File: src/rtl/instr_fetch_unit_if.sv
// rtl/instr_fetch_unit_if.sv - instruction memory request bus and decode handshake for instr_fetch_unit
interface instr_fetch_unit_if;
    logic [31:0] MEM_addr;
    logic        rMEM_en;
    logic [31:0] MEM_dout;
    logic        inst_valid;
    logic        inst_ready;
    logic [31:0] inst_data;
    logic [31:0] inst_pc;

    modport master (
        output MEM_addr, rMEM_en, inst_valid, inst_data, inst_pc,
        input  MEM_dout, inst_ready
    );

    modport slave (
        input  MEM_addr, rMEM_en, inst_valid, inst_data, inst_pc,
        output MEM_dout, inst_ready
    );
endinterface

File: src/rtl/instr_fetch_unit.sv
// rtl/instr_fetch_unit.sv - PC, word fetch issue, 2-entry decode buffer, redirect flush
// Optional misaligned-redirect trap enabled by defining FETCH_MISALIGN_CHK_EN.
module instr_fetch_unit #(
    parameter logic [31:0] RESET_PC = 32'h0000_0000,
    parameter logic [31:0] MAX_ADDR = 32'h0000_0F9C
) (
    input  logic                   clk,
    input  logic                   resetn,
    input  logic                   fetch_en,
    input  logic                   redirect_valid,
    input  logic [31:0]            redirect_pc,
    output logic                   fetch_err,
    instr_fetch_unit_if.master     bus
);

    logic [31:0] pc;
    logic [31:0] req_pc;
    logic [1:0]  count;
    logic        inflight;
    logic        kill;
    logic        err_stop;
    logic [31:0] buf_data [2];
    logic [31:0] buf_pc   [2];

    logic        pop;
    logic        push;
    logic        issue;
    logic [2:0]  occupancy;
    logic [31:0] target_pc;
    logic [31:0] seq_pc;

`ifdef FETCH_MISALIGN_CHK_EN
    assign target_pc = redirect_pc;

    // Any redirect re-evaluates the trap, so an aligned one releases it.
    always_ff @(posedge clk) begin
        if (!resetn) begin
            err_stop <= 1'b0;
        end else if (redirect_valid) begin
            err_stop <= |redirect_pc[1:0];
        end
    end

    assign fetch_err = err_stop;
`else
    assign target_pc = redirect_pc & 32'hFFFF_FFFC;
    assign err_stop  = 1'b0;
    assign fetch_err = 1'b0;
`endif

    assign bus.inst_valid = (count != 2'd0);
    assign bus.inst_data  = bus.inst_valid ? buf_data[0] : 32'd0;
    assign bus.inst_pc    = bus.inst_valid ? buf_pc[0]   : 32'd0;
    assign bus.MEM_addr   = pc;

    assign pop       = bus.inst_valid & bus.inst_ready;
    // Entries held plus the one on its way must leave room for a new response.
    assign occupancy = {1'b0, count} + {2'b00, inflight} - {2'b00, pop};
    assign issue     = resetn & fetch_en & ~redirect_valid & ~err_stop & (occupancy < 3'd2);
    assign push      = inflight & ~kill & ~redirect_valid;
    assign seq_pc    = (pc == MAX_ADDR) ? RESET_PC : pc + 32'd4;

    assign bus.rMEM_en = issue;

    always_ff @(posedge clk) begin
        if (!resetn) begin
            pc       <= RESET_PC;
            req_pc   <= RESET_PC;
            count    <= 2'd0;
            inflight <= 1'b0;
            kill     <= 1'b0;
        end else begin
            inflight <= issue;
            if (issue) begin
                req_pc <= pc;
            end
            if (redirect_valid) begin
                pc    <= target_pc;
                count <= 2'd0;
                kill  <= issue;
            end else begin
                if (issue) begin
                    pc <= seq_pc;
                end
                if (inflight) begin
                    kill <= 1'b0;
                end
                // Entry 0 is always the head; entry 1 shifts down on a pop.
                case ({push, pop})
                    2'b10: begin
                        buf_data[count[0]] <= bus.MEM_dout;
                        buf_pc[count[0]]   <= req_pc;
                        count              <= count + 2'd1;
                    end
                    2'b01: begin
                        buf_data[0] <= buf_data[1];
                        buf_pc[0]   <= buf_pc[1];
                        count       <= count - 2'd1;
                    end
                    2'b11: begin
                        if (count == 2'd1) begin
                            buf_data[0] <= bus.MEM_dout;
                            buf_pc[0]   <= req_pc;
                        end else begin
                            buf_data[0] <= buf_data[1];
                            buf_pc[0]   <= buf_pc[1];
                            buf_data[1] <= bus.MEM_dout;
                            buf_pc[1]   <= req_pc;
                        end
                    end
                    default: begin
                    end
                endcase
            end
        end
    end

endmodule

File: src/flat_wrapper.sv
// flat-port wrapper written by rule: the top's interface ports become plain ports
module instr_fetch_unit_flat 
#(
    parameter logic [31:0] RESET_PC = 32'h0000_0000,
    parameter logic [31:0] MAX_ADDR = 32'h0000_0F9C
)
  (clk, resetn, fetch_en, redirect_valid, redirect_pc, fetch_err, bus_MEM_addr, bus_rMEM_en, bus_inst_valid, bus_inst_data, bus_inst_pc, bus_MEM_dout, bus_inst_ready);
  instr_fetch_unit_if bus_i ();
  input  logic clk;
  input  logic resetn;
  input  logic fetch_en;
  input  logic redirect_valid;
  input  logic [31:0] redirect_pc;
  output logic fetch_err;
  output wire logic [$bits(bus_i.MEM_addr)-1:0] bus_MEM_addr;
  output wire logic [$bits(bus_i.rMEM_en)-1:0] bus_rMEM_en;
  output wire logic [$bits(bus_i.inst_valid)-1:0] bus_inst_valid;
  output wire logic [$bits(bus_i.inst_data)-1:0] bus_inst_data;
  output wire logic [$bits(bus_i.inst_pc)-1:0] bus_inst_pc;
  input wire logic [$bits(bus_i.MEM_dout)-1:0] bus_MEM_dout;
  input wire logic [$bits(bus_i.inst_ready)-1:0] bus_inst_ready;
  assign bus_MEM_addr = bus_i.MEM_addr;
  assign bus_rMEM_en = bus_i.rMEM_en;
  assign bus_inst_valid = bus_i.inst_valid;
  assign bus_inst_data = bus_i.inst_data;
  assign bus_inst_pc = bus_i.inst_pc;
  assign bus_i.MEM_dout = bus_MEM_dout;
  assign bus_i.inst_ready = bus_inst_ready;
  instr_fetch_unit #(.RESET_PC(RESET_PC), .MAX_ADDR(MAX_ADDR)) u_core (.clk(clk), .resetn(resetn), .fetch_en(fetch_en), .redirect_valid(redirect_valid), .redirect_pc(redirect_pc), .fetch_err(fetch_err), .bus(bus_i));
endmodule
File: config.mk
export PLATFORM = sky130hd
export DESIGN_NAME = instr_fetch_unit_flat
export DESIGN_NICKNAME = d
export VERILOG_FILES = /design/src/rtl/instr_fetch_unit_if.sv /design/src/rtl/instr_fetch_unit.sv /design/src/flat_wrapper.sv
export SDC_FILE = /design/constraint.sdc
export NUM_CORES = 1
export LEC_CHECK = 0
export CELL_PAD_IN_SITES_DETAIL_PLACEMENT = 2
export CELL_PAD_IN_SITES_GLOBAL_PLACEMENT = 2
export CORE_MARGIN = 4
export CORE_UTILIZATION = 31
export DETAILED_ROUTE_END_ITERATION = 8
export PLACE_DENSITY_LB_ADDON = 0.1
export SLEW_MARGIN = 20
export SYNTH_ARGS = -nofsm -noshare
export SYNTH_HDL_FRONTEND = slang
export SYNTH_SLANG_ARGS = --single-unit
File: constraint.sdc
create_clock -name clk -period 4.7 [get_ports clk]
set_clock_uncertainty 0.05 [all_clocks]
set_input_delay 0.47 -clock clk [delete_from_list [all_inputs] [get_ports clk]]
set_output_delay 0.47 -clock clk [all_outputs]
set_load 0.01 [all_outputs]
==> run metrics, run 1 <==
status=finished clean; Post-synth EDFFs=roughly 130; clock buffer count from CTS=17; Nets=927; Sw Pwr=just under 0.9 mW; Synth Instances=approximately 700; Hold Buf Count CTS=0; Worst VDD drop=0.0002247 V; sequential-to-total area share from yosys stat=0.6124; Syn. warnings=0; CTS HTree Levels=4; min-delay worst type=reg2reg; period utilization=0.7937; first-pass GRT wire length=39900 um; Startpoint Class=flop; row cnt=60; fin area=roughly 11000 sq um; commonest non-fill, non-tap cell in the layout=clkdlybuf4s50_1; Avg Inst Size Synth=12.09 sq um; share of cells above drive strength 1=0.1425; via count=a little over 6000; reg2reg start=u_core.count[1]; CTS resizes=0; initial antenna violation count=1; Worst EP arrival=between 3 and 4 ns; gpl congestion=between 0.7 and 0.8; largest net degree at the start of global routing=65; TritonCTS clock tree=built; First-pass DRT Iterations=4; RSZ-0062 raised after global routing=false; Die Span Y=173.6 um; top_reg_cell synth=edfxtp_1; Setup CP Type=reg2out; Detailed Place HPWL=around 17000 um; post-synthesis register bit count=a little under 200; CP max FO=3; Lkg Pwr=3.605 nW; async set-reset flop share out of synthesis=0; Logic pwr share=0.083; clock root cell=clkbuf_16; Pint=2.700 mW; Starting Density=0.3154; Post-Route WL=25260 um; CP startpoint=u_core.count[1]; syn nets=780; DRC viols=0; final hold vios=0; worst-case clock buffer depth=2; clock share of power=0.387; Yosys cell types=60; post-CTS setup buffers=0; Reg power frac=0.530; mean routed wirelength per cell=roughly 21 um; DR iter-0 viols=~380; Cell Pwr Density=between 300 and 400 nW/um^2; Reg clk slew, reported paths=roughly 0.08 ns; Placed Area=approximately 10000 sq um; post-route ant nets=0; fin. max-slew vios=0; Setup crit end kind=primary output; crit path time final=between 3 and 4 ns; Max-slew headroom=0.3325; FMAX=about 0.27 GHz; via count of the first global-routing pass=between 6000 and 7000; Final TNS setup=0 ns; Core Region=~27000 sq um; worst endpoint required time=roughly 4.2 ns; Worst-Margin Slew=slightly below 1 ns; sw frac=0.2466; later-pin clock latency in the skew report=roughly 0.44 ns; ANT cells=0; Final Setup Violations=0; area added between synthesis and finish=29.81%; Hold Startpoint=u_core.req_pc[20]; I/O Pins=approximately 170; # clock sinks=196; Mapped Area=8499 sq um; Die W=between 150 and 200 um; vias per cell=a little over 5; Max-Cap Viols=0; commonest non-fill, non-tap cells in the layout=164 x clkdlybuf4s50_1, 128 x edfxtp_1, 84 x nand2_1, 68 x dfxtp_1, 67 x nor2b_1; GR Overflow Total=0; Die ar.=30130 sq um; GRT Util Overall=0.1664; input/output buffers=around 160
[cell families after synthesis]
family,Yosys count,synth area share
adder cells (fa/ha/maj),8,0.01266
XOR/XNOR,12,0.01237
AND/OR/NAND/NOR,248,0.1563
buffers and inverters,62,0.03386
other,1,0.0004412
multiplexers,65,0.08597
flip-flops,196,0.6124
AO/OA/AOI/OAI,111,0.08597
[cells in the mapped netlist, drive strengths merged (4+ instances only)]
cell type    n  share of area
nand4       11         0.0081
clkbuf      38          0.017
dfxtp       68           0.16
a22oi       20          0.018
buf         11          0.011
nor3         5         0.0029
a31oi        7         0.0052
and3         5         0.0043
and4         4         0.0041
nor4        18          0.013
nor2b       67          0.049
and2         5         0.0037
or3          4         0.0032
nand3       18          0.012
xnor2        6         0.0062
edfxtp     128           0.45
o21ai        4         0.0024
inv         13         0.0057
nand2       85          0.038
nor2        14         0.0062
ha           7          0.010
a21oi       49          0.029
mux2        64          0.085
xor2         6         0.0062
[layout make-up]
type,count,area (sq um)
fill,2743,15920
sequential,196,5205
multi-input combinational,445,3043
timing repair buffer,177,1764
clock buffer,18,429.2
tap,341,426.7
clock inverter,14,116.4
inverter,13,48.80
[metal layers]
layer	wire (um)	global-route usage
met2	12810	0.2933
met4	204	0.03464
met3	933	0.03511
met1	11290	0.2118
met5	17	0
[critical path: stages (launching register included)]
cell and delay (ns):
dfxtp_1 0.41, inv_1 0.11, ha_2 0.19, inv_1 0.07, nand2_1 0.08, inv_1 0.11
ha_1 0.23, nand2b_1 0.15, fa_1 0.37, xnor2_1 0.23, nand4_1 0.15, inv_1 0.12
clkdlybuf4s50_1 0.55
[per-stage QoR]
stage / hold slack, ns / instances / setup slack, ns / power (mW) / utilization
global route: 0.4274 / 1204 / 0.7079 / 3.729 / 0.4094
finish: 0.4053 / 1204 / 0.9696 / 3.584 / 0.4094
detailed placement: 0.3961 / 1172 / 0.9076 / 2.241 / 0.3891
global placement: 0.3876 / 1172 / 0.9679 / 2.229 / 0.3891
floorplan: 0.3717 / 703 / 0.1027 / 2.060 / -
CTS: 0.4086 / 1204 / 0.8880 / 3.641 / 0.4094
[worst paths after layout]
path                              to  slack, ns  cells after the start
max                      bus_rMEM_en       0.97                     12
min             u_core.buf_pc[1][20]       0.41                      0
max reg2reg  u_core.bus.MEM_addr[20]       1.09                     15
min reg2reg     u_core.buf_pc[1][20]       0.41                      0
[power by group through the flow]
stage               clock network (mW)  registers [mW]  logic, mW
floorplan                            0            1.92      0.138
global route                      1.50            1.91      0.323
finish                            1.39            1.90      0.297
detailed placement                   0            1.94      0.301
global placement                     0            1.94      0.290
CTS                               1.44            1.90      0.303
[flip-flops by register name (all words and copies together) (netlist names)]
signal	cells
u_core.buf_data	64
u_core.buf_pc	64
u_core.bus.MEM_addr	32
u_core.req_pc	32
u_core.count	2
u_core.inflight	1
u_core.kill	1
No activity file was read; power rests on OpenSTA's default activity.
==> run 2: changes to the inputs <==
--- a/config.mk
+++ b/config.mk
@@ -8,7 +8,7 @@
 export CELL_PAD_IN_SITES_DETAIL_PLACEMENT = 2
 export CELL_PAD_IN_SITES_GLOBAL_PLACEMENT = 2
 export CORE_MARGIN = 4
-export CORE_UTILIZATION = 31
+export CORE_UTILIZATION = 34
 export DETAILED_ROUTE_END_ITERATION = 8
 export PLACE_DENSITY_LB_ADDON = 0.1
 export SLEW_MARGIN = 20
==> constraint.sdc (replaced) <==
create_clock -name clk -period 3.9 [get_ports clk]
set_clock_uncertainty 0.05 [all_clocks]
set_input_delay 0.39 -clock clk [delete_from_list [all_inputs] [get_ports clk]]
set_output_delay 0.39 -clock clk [all_outputs]
set_load 0.01 [all_outputs]
==> run metrics, run 2 (synthesized netlist as in run 1, its figures left out) <==
status=finished clean; largest net degree at the start of global routing=65 (unchanged); initial antenna violation count=0 (-1); via count=6170 (-0.097%); GR Overflow Total=0 (unchanged); fin area=11090 sq um (+0.56%); input/output buffers=164 (unchanged); ANT cells=0 (unchanged); Worst EP arrival=3.18 ns (-0.03 ns); Nets=932 (+0.54%); mean routed wirelength per cell=20.67 um (-1.5%); Die Span Y=166.1 um (-4.3%); final setup margin=0.2841 ns (-0.6855 ns); Max-Cap Viols=0 (unchanged); family with the most delay on the worst path=buffers and inverters; Reg power frac=0.530 (about the same); commonest non-fill, non-tap cell in the layout=clkdlybuf4s50_1; Setup CP Type=reg2out; Final TNS setup=0 ns (unchanged); final hold vios=0 (unchanged); DRC viols=0 (unchanged); RSZ-0062 raised after global routing=false; Startpoint Class=flop; fin. max-slew vios=0 (unchanged); Hold Buf Count CTS=0 (unchanged); first-pass GRT wire length=39410 um (-1.2%); FMAX=about 0.28 GHz; Sw Pwr=1.060 mW (+20%); GRT Util Overall=0.1785 (+0.01215); DR iter-0 viols=318 (-16%); filler instances=2434 (-11%); clock share of power=0.385 (-0.002); biggest regs=u_core.buf_data: 64 flops, u_core.buf_pc: 64 flops; crit path cell chain=inv_1, ha_2, inv_1, nand2_1, inv_1, ha_1, nand2b_1, fa_1, xnor2_2, nand4_1, inv_2, clkdlybuf4s50_1; gpl congestion=0.7747 (+4.4%); # clock sinks=196 (unchanged); Reg clk slew, reported paths=0.07 ns (about the same); CP max FO=3 (unchanged); Placed Area=10540 sq um (+0.51%); Logic pwr share=0.085 (+0.002); vias per cell=5.181 (+0.99%); worst-case clock buffer depth=2 (unchanged); Setup crit end kind=primary output; clock root cell=clkbuf_16; most used cell, CP=inv_1; row cnt=57 (-5.0%); CP max stage delay=0.55 ns (about the same); crit path time final=3.616 ns; Core Region=24460 sq um (-9.2%); Buf/Inv on CP=5 (unchanged); period utilization=0.9272; Die ar.=27590 sq um (-8.4%); I/O Pins=168 (unchanged); Detailed Place HPWL=17040 um (+0.94%); Pint=3.257 mW (+21%); Post-Route WL=24620 um (-2.5%); Worst-Margin Slew=0.9703 ns (-0.02188 ns); CTS HTree Levels=4 (unchanged); Lkg Pwr=3.638 nW (+0.90%); share of cells above drive strength 1=0.1522 (+0.009723); Starting Density=0.3475 (+0.03208); min-delay worst type=reg2reg; Worst path slowest cell=clkdlybuf4s50_1; post-route ant nets=0 (unchanged); Worst VDD drop=0.0002620 V (+17%); DP Worst Slack=0.3573 ns (-0.5504 ns); via count of the first global-routing pass=6773 (-1.0%); Max-slew headroom=0.3472 (+0.01472); Final Setup Violations=0 (unchanged); worst endpoint required time=3.46 ns (-0.72 ns); TritonCTS clock tree=built; total power=4.317 mW (+20%); area added between synthesis and finish=30.53%; Cell Pwr Density=389.1 nW/um^2 (+20%); sw frac=0.2456 (-0.001006); Die W=166.1 um (-4.3%); commonest non-fill, non-tap cells in the layout=164 x clkdlybuf4s50_1, 128 x edfxtp_1, 84 x nand2_1, 67 x nor2b_1, 66 x dfxtp_1; First-pass DRT Iterations=5 (+1); clock buffer count from CTS=17 (unchanged); later-pin clock latency in the skew report=0.43 ns (about the same)
## run 2: cell count changes in the layout (fill, tap and decap cells not counted), sizes merged
| cell | previous run | this run |
|---|---|---|
| clkbuf | 18 | 17 |
| buf | 13 | 18 |
| clkinv | 4 | 3 |
| clkinvlp | 3 | 4 |
## run 2: per-stage QoR
stage	utilization	hold WS (ns)	std cells
floorplan	-	0.3717	703
global placement	0.4309	0.3870	1160
detailed placement	0.4309	0.3930	1160
CTS	0.4531	0.4146	1191
global route	0.4535	0.4274	1191
finish	0.4535	0.4111	1191
## run 2: layout make-up
| type | instances | area, sq um | share of cell area |
|---|---|---|---|
| multi-input combinational | 445 | 3050 | 0.2750 |
| tap | 324 | 405.4 | 0.03654 |
| clock buffer | 17 | 425.4 | 0.03834 |
| inverter | 13 | 48.80 | 0.004398 |
| clock inverter | 14 | 117.6 | 0.01060 |
| timing repair buffer | 182 | 1839 | 0.1658 |
| sequential | 196 | 5207 | 0.4694 |
## run 2: layer usage
layer | up-vias | global-route usage | part of all wire
met5 | - | 0 | 0
met4 | 0 | 0.04089 | 0.0097
met3 | 16 | 0.03475 | 0.035
met2 | 141 | 0.2983 | 0.49
met1 | 3132 | 0.2417 | 0.46
li1 | 2881 | - | -
## run 2: final timing paths
path | endpoint | cells past startpoint | slack, ns | from
setup / recovery | bus_rMEM_en | 12 | 0.28 | u_core.count[1]
hold / removal | u_core.buf_pc[1][7] | 0 | 0.41 | u_core.req_pc[7]
setup reg to reg | u_core.bus.MEM_addr[21] | 13 | 0.54 | u_core.count[1]
hold reg to reg | u_core.buf_pc[1][7] | 0 | 0.41 | u_core.req_pc[7]
## run 2: repair_timing
item,in CTS,in global routing
resized for setup,0,4
buffers inserted,0,0
endpoints found under the setup margin,0,1
## run 2: worst register-to-register path: cells and delay by family (launching register included)
family | cells | cell delay (ns)
compound gates | 2 | 0.71
xor+xnor | 2 | 0.29
fa+ha+maj | 3 | 0.83
buf+inv | 3 | 0.29
flops | 1 | 0.38
simple gates | 3 | 0.71
## run 2: power by group through the flow
stage | registers (mW) | logic, mW | clock network (mW)
after floorplan | 2.32 | 0.166 | 0
after global placement | 2.33 | 0.359 | 0
after detailed placement | 2.33 | 0.371 | 0
after CTS | 2.29 | 0.374 | 1.72
after global routing | 2.29 | 0.400 | 1.80
final | 2.29 | 0.368 | 1.66
